===== src/rtl/cnt_pkg.sv =====
// Shared types for the counter bank: channel mode encoding and its normalisation.
package cnt_pkg;

  typedef enum logic [1:0] {
    WRAP = 2'b00,
    SAT  = 2'b01,
    STOP = 2'b10
  } cnt_mode_e;

  // The unused 2'b11 code behaves as WRAP.
  function automatic cnt_mode_e norm_mode(input cnt_mode_e m);
    return (m == cnt_mode_e'(2'b11)) ? WRAP : m;
  endfunction

endpackage


===== src/rtl/cnt_channel.sv =====
// One bounded up/down counter channel with clear, load, sticky overflow and STOP halting.
module cnt_channel
  import cnt_pkg::*;
#(
  parameter int WIDTH = 8,
  parameter int MAX   = 200
) (
  input  logic             clk,
  input  logic             rst,
  input  logic             en,
  input  logic             dir,
  input  cnt_mode_e        mode,
  input  logic             clr,
  input  logic             ld,
  input  logic [WIDTH-1:0] ld_val,
  output logic [WIDTH-1:0] cnt,
  output logic             ovf,
  output logic             halted
);

  localparam logic [WIDTH-1:0] MAX_W   = WIDTH'(MAX);
  localparam logic [WIDTH:0]   MAX_EXT = (WIDTH+1)'(MAX);

  logic [WIDTH-1:0] cnt_q, cnt_d;
  logic             ovf_q, ovf_d;
  logic             halted_q, halted_d;
  logic [WIDTH:0]   up_ext, dn_ext, ld_ext;
  cnt_mode_e        mode_n;

  always_comb begin
    cnt_d    = cnt_q;
    ovf_d    = ovf_q;
    halted_d = halted_q;
    mode_n   = norm_mode(mode);
    up_ext   = {1'b0, cnt_q} + 1'b1;
    dn_ext   = {1'b0, cnt_q} - 1'b1;
    ld_ext   = {1'b0, ld_val};

    if (clr) begin
      cnt_d    = '0;
      ovf_d    = 1'b0;
      halted_d = 1'b0;
    end else if (ld) begin
      cnt_d    = (ld_ext > MAX_EXT) ? MAX_W : ld_val;
      halted_d = 1'b0;
    end else if (en && !halted_q) begin
      if (dir) begin
        if (cnt_q == MAX_W) begin
          ovf_d = 1'b1;
          case (mode_n)
            SAT:     cnt_d = cnt_q;
            STOP:    halted_d = 1'b1;
            default: cnt_d = '0;
          endcase
        end else begin
          cnt_d = up_ext[WIDTH-1:0];
          // STOP freezes on the edge that lands on the limit, not one later.
          if (mode_n == STOP && up_ext == MAX_EXT) halted_d = 1'b1;
        end
      end else begin
        if (cnt_q == '0) begin
          ovf_d = 1'b1;
          case (mode_n)
            SAT:     cnt_d = cnt_q;
            STOP:    halted_d = 1'b1;
            default: cnt_d = MAX_W;
          endcase
        end else begin
          cnt_d = dn_ext[WIDTH-1:0];
          if (mode_n == STOP && dn_ext == '0) halted_d = 1'b1;
        end
      end
    end
  end

  always_ff @(posedge clk or posedge rst) begin
    if (rst) begin
      cnt_q    <= '0;
      ovf_q    <= 1'b0;
      halted_q <= 1'b0;
    end else begin
      cnt_q    <= cnt_d;
      ovf_q    <= ovf_d;
      halted_q <= halted_d;
    end
  end

  assign cnt    = cnt_q;
  assign ovf    = ovf_q;
  assign halted = halted_q;

`ifdef sv
  always @(posedge clk) begin
    if (!rst) assert (cnt_q <= MAX_W) else $error("cnt_channel: count above MAX");
  end
`endif

endmodule


===== src/rtl/cnt_bank.sv =====
// Bank of NCH independent bounded counters sharing one clock, reset and MAX limit.
module cnt_bank
  import cnt_pkg::*;
#(
  parameter int WIDTH = 8,
  parameter int NCH   = 4,
  parameter int MAX   = 200
) (
  input  logic                       clk,
  input  logic                       rst,
  input  logic      [NCH-1:0]        en,
  input  logic      [NCH-1:0]        dir,
  input  cnt_mode_e [NCH-1:0]        mode,
  input  logic      [NCH-1:0]        clr,
  input  logic      [NCH-1:0]        ld,
  input  logic      [NCH-1:0][WIDTH-1:0] ld_val,
  output logic      [NCH-1:0][WIDTH-1:0] cnt,
  output logic      [NCH-1:0]        at_max,
  output logic      [NCH-1:0]        at_zero,
  output logic      [NCH-1:0]        ovf,
  output logic      [NCH-1:0]        halted,
  output logic                       any_ovf
);

  localparam logic [WIDTH-1:0] MAX_W = WIDTH'(MAX);

  if (MAX < 1 || MAX > (2**WIDTH) - 1) begin : g_bad_max
    $error("cnt_bank: MAX must lie in 1 .. 2**WIDTH-1");
  end

  for (genvar i = 0; i < NCH; i++) begin : g_ch
    cnt_channel #(
      .WIDTH (WIDTH),
      .MAX   (MAX)
    ) u_ch (
      .clk    (clk),
      .rst    (rst),
      .en     (en[i]),
      .dir    (dir[i]),
      .mode   (mode[i]),
      .clr    (clr[i]),
      .ld     (ld[i]),
      .ld_val (ld_val[i]),
      .cnt    (cnt[i]),
      .ovf    (ovf[i]),
      .halted (halted[i])
    );

    assign at_max[i]  = (cnt[i] == MAX_W);
    assign at_zero[i] = (cnt[i] == '0);
  end

  assign any_ovf = |ovf;

endmodule

===== config.mk =====
export PLATFORM = sky130hd
export DESIGN_NAME = cnt_bank
export DESIGN_NICKNAME = d
export VERILOG_FILES = /design/src/rtl/cnt_pkg.sv /design/src/rtl/cnt_channel.sv /design/src/rtl/cnt_bank.sv
export SDC_FILE = /design/constraint.sdc
export NUM_CORES = 1
export LEC_CHECK = 0
export BUFFER_PORTS_ARGS = -buffer_cell sky130_fd_sc_hd__buf_4
export CORE_MARGIN = 2
export CORE_UTILIZATION = 30
export DETAILED_ROUTE_END_ITERATION = 10
export PLACE_DENSITY_LB_ADDON = 0.05
export SLEW_MARGIN = 40
export SYNTH_ARGS = -nofsm -noshare
export SYNTH_HDL_FRONTEND = slang
export SYNTH_SLANG_ARGS = --single-unit

===== constraint.sdc =====
create_clock -name clk -period 3.8 [get_ports clk]
set_input_delay 0.38 -clock clk [delete_from_list [all_inputs] [get_ports clk]]
set_output_delay 0.38 -clock clk [all_outputs]
set_load 0.02 [all_outputs]

== Word level (Yosys, flattened, before mapping) ==
Cells that the tools add are included.
Cells by class
  $lt $le $gt $ge: 4
  muxes and demuxes: 100
  equality and inequality tests: 40
  reduce and logical (&&, ||, !) cells: 57
  $add $sub $neg: 8
Operators with widths (count)
  two-way mux 8 bit: 36
  two-way mux 1 bit: 60
  inequality test 5 bit, second input constant: 8
  adder 8 x 1 -> 9 bit, second input constant: 4
  equality test 9 x 8 -> 1 bit, second input constant: 4
  zero test 9 bit: 4
  subtractor 8 x 1 -> 9 bit, second input constant: 4
  equality test 8 bit, second input constant: 4
  greater-than comparator 8 bit, second input constant: 4
  zero test 8 bit: 4
  AND reduction 3 bit: 8
  nonzero test 3 bit: 8
  inequality test 5 x 1 -> 1 bit, second input constant: 4
  nonzero test 5 bit: 4
  equality test 2 bit, second input constant: 8
  AND reduction 4 bit: 4
  logical AND 1 bit: 12
  inequality test 3 x 1 -> 1 bit, second input constant: 4
  equality test 2 x 1 -> 1 bit, second input constant: 4
  two-way mux 2 bit: 4
  inequality test 2 bit, second input constant: 4
  nonzero test 2 bit: 4
  OR reduction 2 bit: 4
  zero test 1 bit: 4
  OR reduction 4 bit: 1
Storage, ports and cells
  output and inout port bits: 49
  logic and storage cells: 221
  register bits: 40
  input bits: 58

== Longest topological paths before layout ==
  depth after elaboration: 10
  gate-level depth with buffers: 10
  depth with buffers taken out: 8

== By module ==
From an unflattened synthesis, not the netlist that was laid out.
Unflattened totals
  cell total of the unflattened synthesis: 632
  area total of the unflattened synthesis: 4773.3 um^2
By module, submodules not included
  cnt_channel (g_ch[1].u_ch ...): instances 2, seq. area each 250.2 um^2, cells each 151, area each 1151.1 um^2
  cnt_channel (g_ch[3].u_ch): instances 1, seq. area each 250.2 um^2, cells each 156, area each 1163.6 um^2
  cnt_channel (g_ch[0].u_ch): instances 1, seq. area each 250.2 um^2, cells each 151, area each 1129.8 um^2
  cnt_bank: instances 1, seq. area each 0.0 um^2, cells each 23, area each 177.7 um^2

== Worst setup path before layout ==
No wires, ideal clock.
  path kind: register to register
  from: register g_ch[2].u_ch.cnt_q[0]
  to: register g_ch[2].u_ch.cnt_q[4]
  library setup time: 0.122 ns
  required time: 3.678 ns
  arrival time: 2.354 ns
  slack: 1.324 ns
  stages on the path, launching flop included: 10
  clock period less this slack: 2.476 ns
  buffers on the path: 2
  cells stage by stage: dfrtp_1 -> clkbuf_1 -> inv_1 -> ha_1 -> or4b_1 -> clkbuf_1 -> o21ai_1 -> o21ai_0 -> a31o_1 -> a32o_1
On the way
  word-level cells in the longest chain between the ends: 6
  elaborated cells on any way between the ends: 13
  classes of those cells: add/sub (2); eq/ne (3); mux (6); reduce/logical (2)
Ends and longest elaborated chain
  from (decl): RTL line cnt_channel.sv:24  | logic [WIDTH-1:0] cnt_q, cnt_d;
  from (signal assigned): RTL line cnt_channel.sv:82  | cnt_q <= cnt_d;
  subtractor 8 x 1 -> 9 bit (tied with other cells): RTL line cnt_channel.sv:36  | dn_ext = {1'b0, cnt_q} - 1'b1;
  two-way mux 8 bit (on tied branches): RTL line cnt_channel.sv:61, cnt_channel.sv:48
  two-way mux 8 bit: RTL line cnt_channel.sv:47  | if (dir) begin
  two-way mux 8 bit: RTL line cnt_channel.sv:46  | end else if (en && !halted_q) begin
  two-way mux 8 bit: RTL line cnt_channel.sv:43  | end else if (ld) begin
  two-way mux 8 bit: RTL line cnt_channel.sv:39  | if (clr) begin
Several ways; a longest one is shown, not always the timed one. The select of a mux whose other input is x is not followed.
A chain may end at the register's enable or synchronous reset.

== Worst setup path in the final report ==
  from: register g_ch[2].u_ch.cnt_q[0]
  to: register g_ch[2].u_ch.cnt_q[1]
Same word-level chain as after synthesis.

==> flow_metrics.py <==
metrics = {
    "synth": {
        "synth.top_cells.by_count": "53 x nor2_1, 45 x nand2_1, 40 x dfrtp_1",
        "post_synth_edffs": 0,
        "synthDistinctLibCells": 75,
        "netlist_top_cells_area": "dfrtp_1 23%, ha_1 6.8%, nor2_1 4.5%",
        "post-synth-top-count-cell": "nor2_1",
        "syn-instance-count": 591,
        "synth_simple_gate_area_share_pct": 27.0,
        "yosys.area.top_type_share_pct": 22.5,
        "syn_area_per_cell_um2": 7.51,
        "yosysTopAreaCell": "dfrtp_1",
        "synth_compound_gate_area_share_pct": 30.7,
        "synth.cell_area_um2": 4440,
        "synth_seq_cells": 40,
        "synth_top_family_by_area": "compound AO/OA/AOI/OAI gates",
        "synth_xor_xnor_area_share_pct": 3.35,
        "synth_sequential_area_ratio_pct": 22.5,
        "synth_top_flop_cell": "dfrtp_1",
        "synth.yosys.warnings": 0,
        "synth.mux.area_fraction_pct": 1.61,
        "ys_async_sr_fraction_pct": 100,
        "synth_fa_ha_area_share_pct": 6.76,
        "mappedNetlistNets": 673,
    },
    "global_routing": {
        "antenna_violations_before_repair": 0,
        "globalRouteOverflowTotal": 0,
        "grt_first_pass_wirelength_mm": 24.6,
        "maximum_number_of_pins_on_one_net_before_global_route_repair": 41,
        "number_of_global_route_vias_before_repair": 4633,
        "grt_overall_usage_pct": 19.0,
    },
    "clock_tree": {
        "clock_sinks": 40,
        "cts.path.max_buffers": 2,
        "number_of_h_tree_levels": 2,
        "cts_root_cell": "clkbuf_16",
        "clock_slew_at_reported_path_ffs_ns": 0.06,
        "cts_repair_resize_count": 0,
        "tritoncts": "yes",
        "cts_made_buffers": 5,
        "hold_buffers": 0,
        "clk_latency_ns": 0.29,
        "cts.repair_timing.setup_buffer_count": 0,
    },
    "power": {
        "ir_worst_vdd_mv": 0.147,
        "clock_power_share_pct": 23.2,
        "p_leak_uw": 0.00226,
        "p_int_uw": 1030,
        "share_of_power_burned_in_registers_pct": 35.0,
        "power.net_switching_uw": 745,
        "power_frac_comb_pct": 41.8,
        "power_density_nw_per_um2": 330,
        "switching_power_as_a_share_of_total_power_pct": 41.9,
    },
    "sta": {
        "final_worst_path_cycle_share_pct": 70.1,
        "totalNegativeSetupSlack_ns": 0,
        "transition_time_at_the_pin_with_the_least_slew_margin_ns": 0.776,
        "rsz_0062_raised_after_global_routing": "no",
        "final.setup_skew_ns": 0.00113,
        "slew_headroom_pct": 48.3,
        "finalSetupViolations": 0,
        "final_hold_viol_count": 0,
        "drv_slew": 0,
        "finalCriticalPeriod_ns": 2.66,
        "fmax_mhz": 375,
    },
    "layout": {
        "multi_input_comb_area_um2": 3080,
        "layout-drive-gt1-share_pct": 19.9,
        "regArea_um2": 1000,
        "n_antenna_cell": 0,
        "postLayoutCoreUtil_pct": 37.2,
        "layout-area-overhead-vs-synth_pct": 21.4,
        "fillers": 1534,
        "finalNetCount": 742,
        "post-route-cell-area_um2": 5390,
    },
    "job": {
        "max_cap_violations": 0,
    },
    "floorplanning": {
        "fp.coreArea_um2": 14500,
        "die_x_um": 126,
        "die_h_um": 126,
        "io_pins": 107,
        "floorplan.die_area_um2": 15800,
        "rows": 44,
        "start_util_pct": 30.7,
    },
    "routing": {
        "drt_first_pass_iters": 5,
        "detailroute.via_count": 4810,
        "route.detailed.drc": 0,
        "routedWlPerCell_um": 17.9,
        "drt-initial-drc-count": 466,
        "avgViaCountPerCell": 5.71,
        "antenna_left": 0,
        "drt_wl_total_mm": 15.1,
    },
    "critical_path": {
        "worstPathRequired_ns": 3.96,
        "critPathKind": "flop to flop",
        "cp_max_fo": 13,
        "critPathMaxStageDelay_ns": 0.58,
        "timing.critical_path.arrival_ns": 2.82,
        "timing.critical_path.from_type": "flop",
        "timing.critical_path.to_type": "flop",
        "crit_chain": "inv_1 > ha_1 > or4b_1 > o21ai_1 > mux2i_1 > a221oi_1 > a21oi_1",
        "cell_at_the_slowest_stage_of_the_critical_path": "or4b_1",
    },
    "place": {
        "gpl_congestion": 0.849,
        "dp_hpwl_mm": 11.5,
        "buffer_ports.inserted": 106,
        "placed_area_um2": 5270,
    },
    "hold_path": {
        "hold_path_class": "input pin to async pin",
    },
    "status": {
        "outcome": "complete, no violations",
    },
}
layout by cell type (no fill, tap or decap), drive strengths merged, types with 4 or more instances in the layout:
cell and count:
a32oi 7, nand3 28, ha 24, nor4b 4, xnor2 15, clkbuf 5
o22ai 4, a221o 4, nand2 45, a21o 5, o221ai 5, a32o 4
nor2 53, o211ai 9, nand2b 5, a22oi 7, o21bai 4, or2 5
dfrtp 40, o21ai 35, or4b 5, a31oi 15, a311oi 4, or3 11
mux2i 6, nand3b 5, o31ai 8, nor2b 6, o31a 5, a21oi 33
a221oi 8, nor4 9, or4 7, nand4 7, buf 108, inv 37
o21a 8, nor3 21
through the flow:
stage / setup slack (ns) / cells / hold WS [ns] / total power, uW
floorplan: 1.32 / 591 / 0.443 / 1100
global placement: 1.30 / 837 / 0.525 / 1370
detailed placement: 1.18 / 837 / 0.501 / 1370
CTS: 1.14 / 842 / 0.178 / 1800
global route: 0.960 / 842 / 0.210 / 1910
finish: 1.14 / 842 / 0.146 / 1780
worst paths after layout:
check                                                startpoint                              end  slack [ns]  cells past startpoint
worst min register to register     g_ch[3].u_ch.ovf$_DFFE_PP0P_     g_ch[3].u_ch.ovf$_DFFE_PP0P_        0.53                      2
max in group asynchronous                                   rst  g_ch[2].u_ch.halted$_DFFE_PP0P_        3.26                      2
worst min-delay path                                        rst  g_ch[0].u_ch.cnt[4]$_DFFE_PP0P_        0.15                      2
worst max-delay path            g_ch[2].u_ch.cnt[0]$_DFFE_PP0P_  g_ch[2].u_ch.cnt[1]$_DFFE_PP0P_        1.14                      7
worst max register to register  g_ch[2].u_ch.cnt[0]$_DFFE_PP0P_  g_ch[2].u_ch.cnt[1]$_DFFE_PP0P_        1.14                      7
min in group clk                                         clr[3]     g_ch[3].u_ch.ovf$_DFFE_PP0P_        0.29                      2
flip-flops by register name (all words and copies together) (netlist names):
register          flops
g_ch.u_ch.halted      4
g_ch.u_ch.cnt        32
g_ch.u_ch.ovf         4
layout make-up:
| cell class | instances | share of cell area (%) |
|---|---|---|
| tap | 184 | 4.27 |
| inverter | 37 | 2.62 |
| clock buffer | 5 | 2.32 |
| multi-input combinational | 468 | 57.2 |
| sequential | 40 | 18.6 |
| timing repair buffer | 108 | 15.0 |
routing by layer:
layer	vias to the layer above	wire length (um)	global-route usage, %
met5	-	0	0
met4	0	191	4.71
li1	2362	-	-
met3	14	702	2.72
met1	2296	7080	26.4
met2	138	7140	31.1
cells by family after synthesis:
| logic type | count (synthesis) |
|---|---|
| fa+ha+maj | 24 |
| simple gates | 228 |
| buf+inv | 83 |
| flops | 40 |
| mux | 7 |
| xor+xnor | 17 |
| compound gates | 192 |
worst max-delay path: cells and delay by family, from the launching register on:
family                     cells  cell delay (ns)
and+or+nand+nor                1             0.58
AOI/OAI and AO/OA              3             0.93
muxes                          1             0.15
DFF                            1             0.53
adders and majority gates      1             0.16
buffers and inverters          1             0.18
power by group through the flow:
stage	Sequential, uW	Combinational [uW]	Clock, uW
2_1_floorplan	574	529	0
3_3_place_gp	628	743	0
3_5_place_dp	630	741	0
4_1_cts	621	744	435
5_1_grt	640	819	446
6_report	624	743	413
Power figures use the tool's default switching activity.
